==> src/rtl/unified_mem_arbiter.sv <==
// -----------------------------------------------------------------------------
// unified_mem_arbiter
//
// Purpose:
//   Shares the single unified instruction/data memory of the multicycle RISC-V
//   core between the core (fetch, lw, sw) and an external loader/debug port.
//   One access is granted at a time. Writes complete in their grant cycle.
//   Reads occupy the memory for MEM_LAT+1 cycles: the grant cycle plus
//   MEM_LAT wait cycles, the last of which returns the data. The core is
//   stalled while its access is pending. A starvation counter guarantees the
//   external port eventually wins against a continuously requesting core.
//
// Parameters:
//   AW          address width
//   DW          data width
//   MEM_LAT     memory read latency in cycles (1..4)
//   STARVE_MAX  contested core grants allowed before ext is forced to win
//
// Ports:
//   clk            clock, rising edge
//   reset          synchronous, active-low reset
//   core_req_i     core access request, held while core_stall_o=1
//   core_we_i      core write enable (1=sw, 0=fetch/lw)
//   core_addr_i    core byte address
//   core_wdata_i   core write data
//   core_rdata_o   core read data, valid in the core completion cycle
//   core_stall_o   core access not completing this cycle
//   ext_req_i      external request, held until ext_gnt_o
//   ext_we_i       external write enable
//   ext_addr_i     external address
//   ext_wdata_i    external write data
//   ext_gnt_o      pulse in the cycle the ext access is issued to memory
//   ext_rvalid_o   pulse when ext read data is valid
//   ext_rdata_o    ext read data, valid with ext_rvalid_o
//   mem_en_o       memory access strobe (grant cycle)
//   mem_we_o       memory write enable, qualified by mem_en_o
//   mem_addr_o     memory address
//   mem_wdata_o    memory write data
//   mem_rdata_i    memory read data, valid MEM_LAT cycles after a read grant
// -----------------------------------------------------------------------------
module unified_mem_arbiter #(
  parameter int AW         = 32,
  parameter int DW         = 32,
  parameter int MEM_LAT    = 2,
  parameter int STARVE_MAX = 4
) (
  input  logic          clk,
  input  logic          reset,

  input  logic          core_req_i,
  input  logic          core_we_i,
  input  logic [AW-1:0] core_addr_i,
  input  logic [DW-1:0] core_wdata_i,
  output logic [DW-1:0] core_rdata_o,
  output logic          core_stall_o,

  input  logic          ext_req_i,
  input  logic          ext_we_i,
  input  logic [AW-1:0] ext_addr_i,
  input  logic [DW-1:0] ext_wdata_i,
  output logic          ext_gnt_o,
  output logic          ext_rvalid_o,
  output logic [DW-1:0] ext_rdata_o,

  output logic          mem_en_o,
  output logic          mem_we_o,
  output logic [AW-1:0] mem_addr_o,
  output logic [DW-1:0] mem_wdata_o,
  input  logic [DW-1:0] mem_rdata_i
);

  localparam int CW = 3;                          // holds MEM_LAT up to 4
  localparam int SW = $clog2(STARVE_MAX + 1);

  localparam logic [CW-1:0] LAT_LOAD  = CW'(MEM_LAT);
  localparam logic [CW-1:0] CNT_ONE   = CW'(1);
  localparam logic [SW-1:0] STARVE_LIM = SW'(STARVE_MAX);

  typedef enum logic {
    ST_IDLE    = 1'b0,
    ST_RD_WAIT = 1'b1
  } state_e;

  state_e        state_q, state_d;
  logic [CW-1:0] cnt_q, cnt_d;
  logic          owner_ext_q, owner_ext_d;   // 1 = outstanding read belongs to ext
  logic [SW-1:0] starve_q, starve_d;

  logic in_idle;
  logic core_win;
  logic ext_win;
  logic rd_return;
  logic core_done;
  logic run;

  // reset is active-low: the arbiter only acts while it is high.
  assign run = reset;

  // ---------------------------------------------------------------------------
  // Grant decision. Only made in IDLE; the return cycle of a read never grants.
  // Core wins a contest until it has won STARVE_MAX contested grants in a row.
  // ---------------------------------------------------------------------------
  always_comb begin
    in_idle   = (state_q == ST_IDLE);
    core_win  = in_idle & core_req_i & (~ext_req_i | (starve_q < STARVE_LIM));
    ext_win   = in_idle & ext_req_i & ~core_win;
    rd_return = (state_q == ST_RD_WAIT) & (cnt_q == CNT_ONE);
    core_done = (core_win & core_we_i) | (rd_return & ~owner_ext_q);
  end

  // ---------------------------------------------------------------------------
  // Next-state logic
  // ---------------------------------------------------------------------------
  always_comb begin
    state_d     = state_q;
    cnt_d       = cnt_q;
    owner_ext_d = owner_ext_q;
    starve_d    = starve_q;

    case (state_q)
      ST_IDLE: begin
        if (core_win) begin
          // Only contested wins count toward starving the ext port.
          if (ext_req_i) begin
            starve_d = starve_q + SW'(1);
          end
          if (!core_we_i) begin
            state_d     = ST_RD_WAIT;
            cnt_d       = LAT_LOAD;
            owner_ext_d = 1'b0;
          end
        end else if (ext_win) begin
          starve_d = '0;
          if (!ext_we_i) begin
            state_d     = ST_RD_WAIT;
            cnt_d       = LAT_LOAD;
            owner_ext_d = 1'b1;
          end
        end
      end

      ST_RD_WAIT: begin
        if (rd_return) begin
          state_d = ST_IDLE;
          cnt_d   = '0;
        end else begin
          cnt_d = cnt_q - CNT_ONE;
        end
      end

      default: begin
        state_d = ST_IDLE;
        cnt_d   = '0;
      end
    endcase
  end

  // ---------------------------------------------------------------------------
  // State registers. Reset also discards any outstanding read, so an aborted
  // read never produces a completion.
  // ---------------------------------------------------------------------------
  always_ff @(posedge clk) begin
    if (!reset) begin
      state_q     <= ST_IDLE;
      cnt_q       <= '0;
      owner_ext_q <= 1'b0;
      starve_q    <= '0;
    end else begin
      state_q     <= state_d;
      cnt_q       <= cnt_d;
      owner_ext_q <= owner_ext_d;
      starve_q    <= starve_d;
    end
  end

  // ---------------------------------------------------------------------------
  // Outputs. Strobes and the memory address/data bus are forced low while
  // reset is asserted, independent of the current requests.
  // ---------------------------------------------------------------------------
  always_comb begin
    mem_en_o     = 1'b0;
    mem_we_o     = 1'b0;
    mem_addr_o   = '0;
    mem_wdata_o  = '0;
    core_stall_o = 1'b0;
    ext_gnt_o    = 1'b0;
    ext_rvalid_o = 1'b0;

    if (run) begin
      if (core_win) begin
        mem_en_o    = 1'b1;
        mem_we_o    = core_we_i;
        mem_addr_o  = core_addr_i;
        mem_wdata_o = core_wdata_i;
      end else if (ext_win) begin
        mem_en_o    = 1'b1;
        mem_we_o    = ext_we_i;
        mem_addr_o  = ext_addr_i;
        mem_wdata_o = ext_wdata_i;
      end
      core_stall_o = core_req_i & ~core_done;
      ext_gnt_o    = ext_win;
      ext_rvalid_o = rd_return & owner_ext_q;
    end
  end

  // Read data is a straight pass-through; it is only meaningful in the
  // completion cycle of the matching requester.
  assign core_rdata_o = mem_rdata_i;
  assign ext_rdata_o  = mem_rdata_i;

endmodule

==> config.mk <==
export PLATFORM = sky130hd
export DESIGN_NAME = unified_mem_arbiter
export DESIGN_NICKNAME = d
export VERILOG_FILES = /design/src/rtl/unified_mem_arbiter.sv
export SDC_FILE = /design/constraint.sdc
export NUM_CORES = 1
export LEC_CHECK = 0
export ABC_CLOCK_PERIOD_IN_PS = 1500
export BUFFER_PORTS_ARGS = -buffer_cell sky130_fd_sc_hd__buf_4
export CAP_MARGIN = 20
export CORE_AREA = 2 2 117 119
export CTS_CLUSTER_DIAMETER = 80
export DETAILED_ROUTE_END_ITERATION = 16
export DIE_AREA = 0 0 119 121
export GPL_TIMING_DRIVEN = 0
export PLACE_DENSITY = 0.51
export SYNTH_ARGS = -nofsm -noshare
export SYNTH_HDL_FRONTEND = slang
export SYNTH_SLANG_ARGS = --single-unit
export TNS_END_PERCENT = 100
==> constraint.sdc <==
create_clock -name clk -period 1.5 [get_ports clk]
set_input_delay 0.075 -clock clk [delete_from_list [all_inputs] [get_ports clk]]
set_output_delay 0.075 -clock clk [all_outputs]
set_load 0.02 [all_outputs]
Yosys cells after proc, flatten, opt, wreduce, memory -nomap -nowiden
Index checks and enable logic that the tools add are counted.

Register bits after elaboration: 8. Logic and storage cells: 68. Output and inout port bits: 133.

Bitwise gates (word level): 16. Order comparisons: 1. Reductions and logical operators: 4. Mux-type cells: 34. Equal/unequal tests: 7. $add $sub $neg: 2.

Operators by type and width (number): 32-bit two-way mux (6); 3-bit two-way mux (8); 1-bit two-way mux (18); 1-bit bitwise AND (9); 3-bit one-hot mux with 2 select lines (1); 3-bit AND reduction (2); 1-bit NOT (5); 2-bit inequality test (second input constant) (2); 4-bit AND reduction (1); 3-bit by 1-bit adder with 3-bit output (second input constant) (1); 3-bit by 1-bit equality test with 1-bit output (second input constant) (1); 3-bit less-than comparator (second input constant) (1); 3-bit by 1-bit inequality test with 1-bit output (second input constant) (1); 3-bit by 2-bit inequality test with 1-bit output (second input constant) (1); 3-bit inequality test (second input constant) (1); 3-bit by 1-bit subtractor with 3-bit output (second input constant) (1); 2-bit by 1-bit inequality test with 1-bit output (second input constant) (1); 1-bit bitwise OR (2); 1-bit one-hot mux with 2 select lines (1); 2-bit nonzero test (1).

Logic depth before layout (Yosys ltp)
Depth in word-level cells: 8. Depth in mapped cells: 6. Mapped depth without buffers: 5.

Worst setup path after synthesis
No wires, ideal clock.

Kind: reg2out. Start: register starve_q[2]. End: output port mem_addr_o[13]. Data arrival time: 1.201 ns. Required time: 1.425 ns. Stages on the path, launching flop included: 7. Buffers on the path: 2. Slack: 0.224 ns. Cells stage by stage: dfxtp_1 -> nand2b_1 -> nand3_1 -> inv_2 -> buf_4 -> buf_4 -> a22o_1.

Word-level cells in the longest chain between the ends: 8.

Ends and longest elaborated chain: from (decl) (RTL line 87) `logic [SW-1:0] starve_q, starve_d;`; from (signal assigned) (RTL line 172) `starve_q <= starve_d;`; 3-bit less-than comparator * (RTL line 105) `core_win = in_idle & core_req_i & (~ext_req_i | (starve_q < STARVE_LIM));`; 1-bit bitwise OR * (RTL line 105); 1-bit bitwise AND * (RTL line 105); 1-bit NOT (RTL line 106) `ext_win = in_idle & ext_req_i & ~core_win;`; 1-bit bitwise AND (RTL line 106); 32-bit two-way mux (RTL line 195) `end else if (ext_win) begin`; 32-bit two-way mux * (RTL line 190) `if (core_win) begin`; 32-bit two-way mux * (RTL line 189) `if (run) begin`; to (decl) (RTL line 67) `output logic [AW-1:0] mem_addr_o,`.

Every way passes the cells marked *; elsewhere a longest branch is shown, timed or not.

Worst setup path in the final report
Start: register starve_q[2]. End: output port mem_wdata_o[5].

Word-level cells in the longest chain between the ends: 8.

Ends and longest elaborated chain: 3-bit less-than comparator * (RTL line 105); 1-bit bitwise OR * (RTL line 105); 1-bit bitwise AND * (RTL line 105); 1-bit NOT (RTL line 106); 1-bit bitwise AND (RTL line 106); 32-bit two-way mux (RTL line 195); 32-bit two-way mux * (RTL line 190); 32-bit two-way mux * (RTL line 189); to (decl) (RTL line 68) `output logic [DW-1:0] mem_wdata_o,`.

Marks and branches as above.

==> results.md <==
Status
* run status: finished with violations
* violated checks: negative setup slack

Critical path
* Worst Path Arrival: 1510 ps
* type of element capturing the critical path: primary output
* worst setup path class: reg2out
* Slowest-stage cell, CP: sky130_fd_sc_hd__dfxtp_2
* beginning of the worst register-to-register path: starve_q[2]
* Crit path largest cell delay: 330 ps
* Crit Reg-Reg Endpoint: starve_q[0]
* Req. time, crit path: 1420 ps
* Critical Path Source Type: flop
* Crit Path Max Fanout: 5
* worst reg2reg setup slack: 140 ps
* worst r2r path cells: 4
* cell-by-cell listing of the critical path: nand2b_4 -> nand3_4 -> inv_6 -> buf_12 -> buf_8 -> a22o_1 -> buf_6

STA
* highest attainable clock frequency: 633 MHz
* Hold Worst Slack: 73.0 ps
* final setup violation count: 60
* number of max-slew violations in the final report: 0
* Least-Margin Pin Slew: 401 ps
* worst setup skew after layout: 1.74 ps
* count of endpoints failing hold in the final timing report: 0
* worst-case headroom to the max-slew limit: 73.3%
* post-route fraction of the period consumed by the critical path: 105%
* time the worst path needs with I/O delays and setup: 1580 ps
* Final Worst Setup Slack: -81.0 ps
* RSZ-0062 raised after global routing: yes

Floorplanning
* # rows: 42
* area of the core region: 13,100 um2
* floorplan die height: 121 um
* x dimension of the die: 119 um
* Starting Density: 12.4%
* DIE AREA: 14,400 um2
* number of top-level pins: 299

Global route
* initial antenna violation count: 0
* met2 usage: 23.5%
* maximum number of pins on one net before global-route repair: 11
* GRT Util Overall: 11.9%
* number of global-route vias before repair: 2,632
* overall overflow remaining after global route: 0
* wire length of the first global-routing pass: 13.8 mm
* global-route track usage on met1: 13.2%
* fraction of met3 tracks used by global routing: 2.35%
* Most Crowded Layer GR: met2

Layout
* layout cell share with drive strength beyond 1: 77.7%
* area of combinational cells with multiple inputs: 915 um2
* commonest cells after routing, fill and taps aside: sky130_fd_sc_hd__buf_4, sky130_fd_sc_hd__a22o_1, sky130_fd_sc_hd__buf_6
* Final nets: 655
* most common library cell in the layout ignoring fill and taps: sky130_fd_sc_hd__buf_4
* Non-Filler Cell Area, Final: 4530 um2
* Cell Count, Final, Fillers Out: 660
* Filler cells: 1,336
* FF/Latch Area: 168 um2
* share of the core filled with cells: 34.6%
* total inserted antenna cells: 0
* layout overhead on the synthesized area: 180%

Min path
* launch instance of the worst min-delay path: ext_we_i
* end point of the worst hold path: owner_ext_q
* number of cells on the worst hold path: 2
* HP Class: in2reg

Route
* number of search-and-repair iterations in the first detailed-routing pass: 4
* residual antenna-violating net count after detailed routing: 0
* number of DRC violations after detailed routing: 0
* via density per instance: 3.99
* vias after detailed routing: 2,633
* First DRT Iteration DRCs: 67
* wire length per cell: 14.7 um
* routed wire length: 9.72 mm

Placed design
* placed cell areas: 3830 um2
* HPWL after DPL: 8.02 mm
* placed cells: 642
* Placement Setup Slack: -95.2 ps
* gp weighted congestion: 0.755
* number of port buffers: 266

Synth
* synth top area cells: sky130_fd_sc_hd__a22o_1, sky130_fd_sc_hd__buf_4, sky130_fd_sc_hd__dfxtp_1
* post-synthesis average cell area: 8.08 um2
* sequential area share after synthesis: 9.91%
* leading area contributor after synthesis: sky130_fd_sc_hd__a22o_1
* post-synth design cell area: 1620 um2
* flops & latches, synth: 8
* yosys synthesis warning count: 0
* synthesized instance count: 200
* total nets after synthesis: 369
* post-synthesis cell type count: 29
* Synth top area share: 34.7%

Clock network
* Sink Count: 8
* number of levels in the clock H-tree: 1
* hold bufs inserted after CTS: 0
* clock root cell: sky130_fd_sc_hd__clkbuf_16
* Worst-path clk slew: 40 ps
* TritonCTS clock tree: yes
* Clock Path Buffers: 2
* clock buffer count from CTS: 3
* Clk Latency, worst-skew pair: 230 ps

Job
* number of max-cap violations: 0

Power
* leak pwr: 2.36 nW
* power density over the cells: 471 nW/um2
* Peak supply drop: 0.312 mV

==> power breakdown <==
| part | internal (mW) | switching, mW | total (mW) |
|---|---|---|---|
| logic | 0.837 | 0.603 | 1.44 |
| clock network | 0.344 | 0.108 | 0.452 |
| registers | 0.230 | 0.0129 | 0.243 |
| total | 1.41 | 0.724 | 2.13 |
==> through the flow <==
step                      total power, mW  setup TNS, ps
after floorplan                     0.863              0
after global placement               1.50          -3260
after detailed placement             1.51          -3460
after CTS                            2.12          -4060
after global routing                 2.23          -6300
final                                2.13          -3040
==> worst max-delay path, delay by kind of cell (launching register included) <==
kind,cells,cell delay [ps]
buffers and inverters,4,460
DFF,1,330
and+or+nand+nor,2,250
AOI/OAI and AO/OA,1,220
==> flip-flops by register name, summed over array words and instances (netlist names) <==
register     cells
cnt_q            3
owner_ext_q      1
starve_q         3
state_q          1
==> routing by layer <==
layer	vias to the layer above	wire (um)
li1	1266	-
met1	1214	3650
met2	149	5310
met3	4	717
met4	0	46
met5	-	0
==> Yosys cell counts, drive strengths merged <==
cell type,instances
clkbuf,2
nand3,2
dfxtp,8
or4,1
ha,3
a21oi,2
nor2,6
o211ai,3
a21boi,4
buf,77
and4b,1
nor3,1
nand4b,2
a22o,64
a32o,1
o22ai,1
a21bo,1
nor4bb,1
inv,4
nand3b,1
a21o,1
nand2b,3
nor2b,2
o21ai,2
a221oi,2
nand2,5
==> layout make-up <==
type,count,area share [%]
multi-input combinational,109,20.2
timing repair buffer,281,54.3
buffer,79,14.9
clock buffer,3,1.66
tap,176,4.86
inverter,4,0.442
sequential,8,3.70
==> worst max path at each step <==
| stage | slack, ps | to | start | cells past startpoint |
|---|---|---|---|---|
| 2_1_floorplan | 220 | mem_addr_o[13] | starve_q[2] | 6 |
| 3_3_place_gp | -90 | mem_wdata_o[11] | state_q | 5 |
| 3_5_place_dp | -100 | mem_wdata_o[26] | state_q | 5 |
| 4_1_cts | -100 | mem_wdata_o[31] | starve_q[2] | 6 |
| 5_1_grt | -130 | mem_wdata_o[5] | starve_q[2] | 6 |
| 6_report | -80 | mem_wdata_o[5] | starve_q[2] | 7 |
==> logic make-up (layout without fill, tap and decap cells) <==
kind of cell               Yosys count  count (layout)  synth area share (%)
adders and majority gates            3               3                  2.32
DFF                                  8               8                  9.91
AOI/OAI and AO/OA                   81              81                  42.7
and+or+nand+nor                     25              25                  9.13
buffers and inverters               83             367                  35.9
==> timing repair <==
item                                   in CTS  in global routing
pin swaps                                  14                 14
resized for setup                          96                 10
gates cloned                                2                  5
setup buffers                               7                  1
endpoints found under the hold margin       0                  0
setup endpoints to repair                  67                 66
Power figures use the tool's default switching activity.
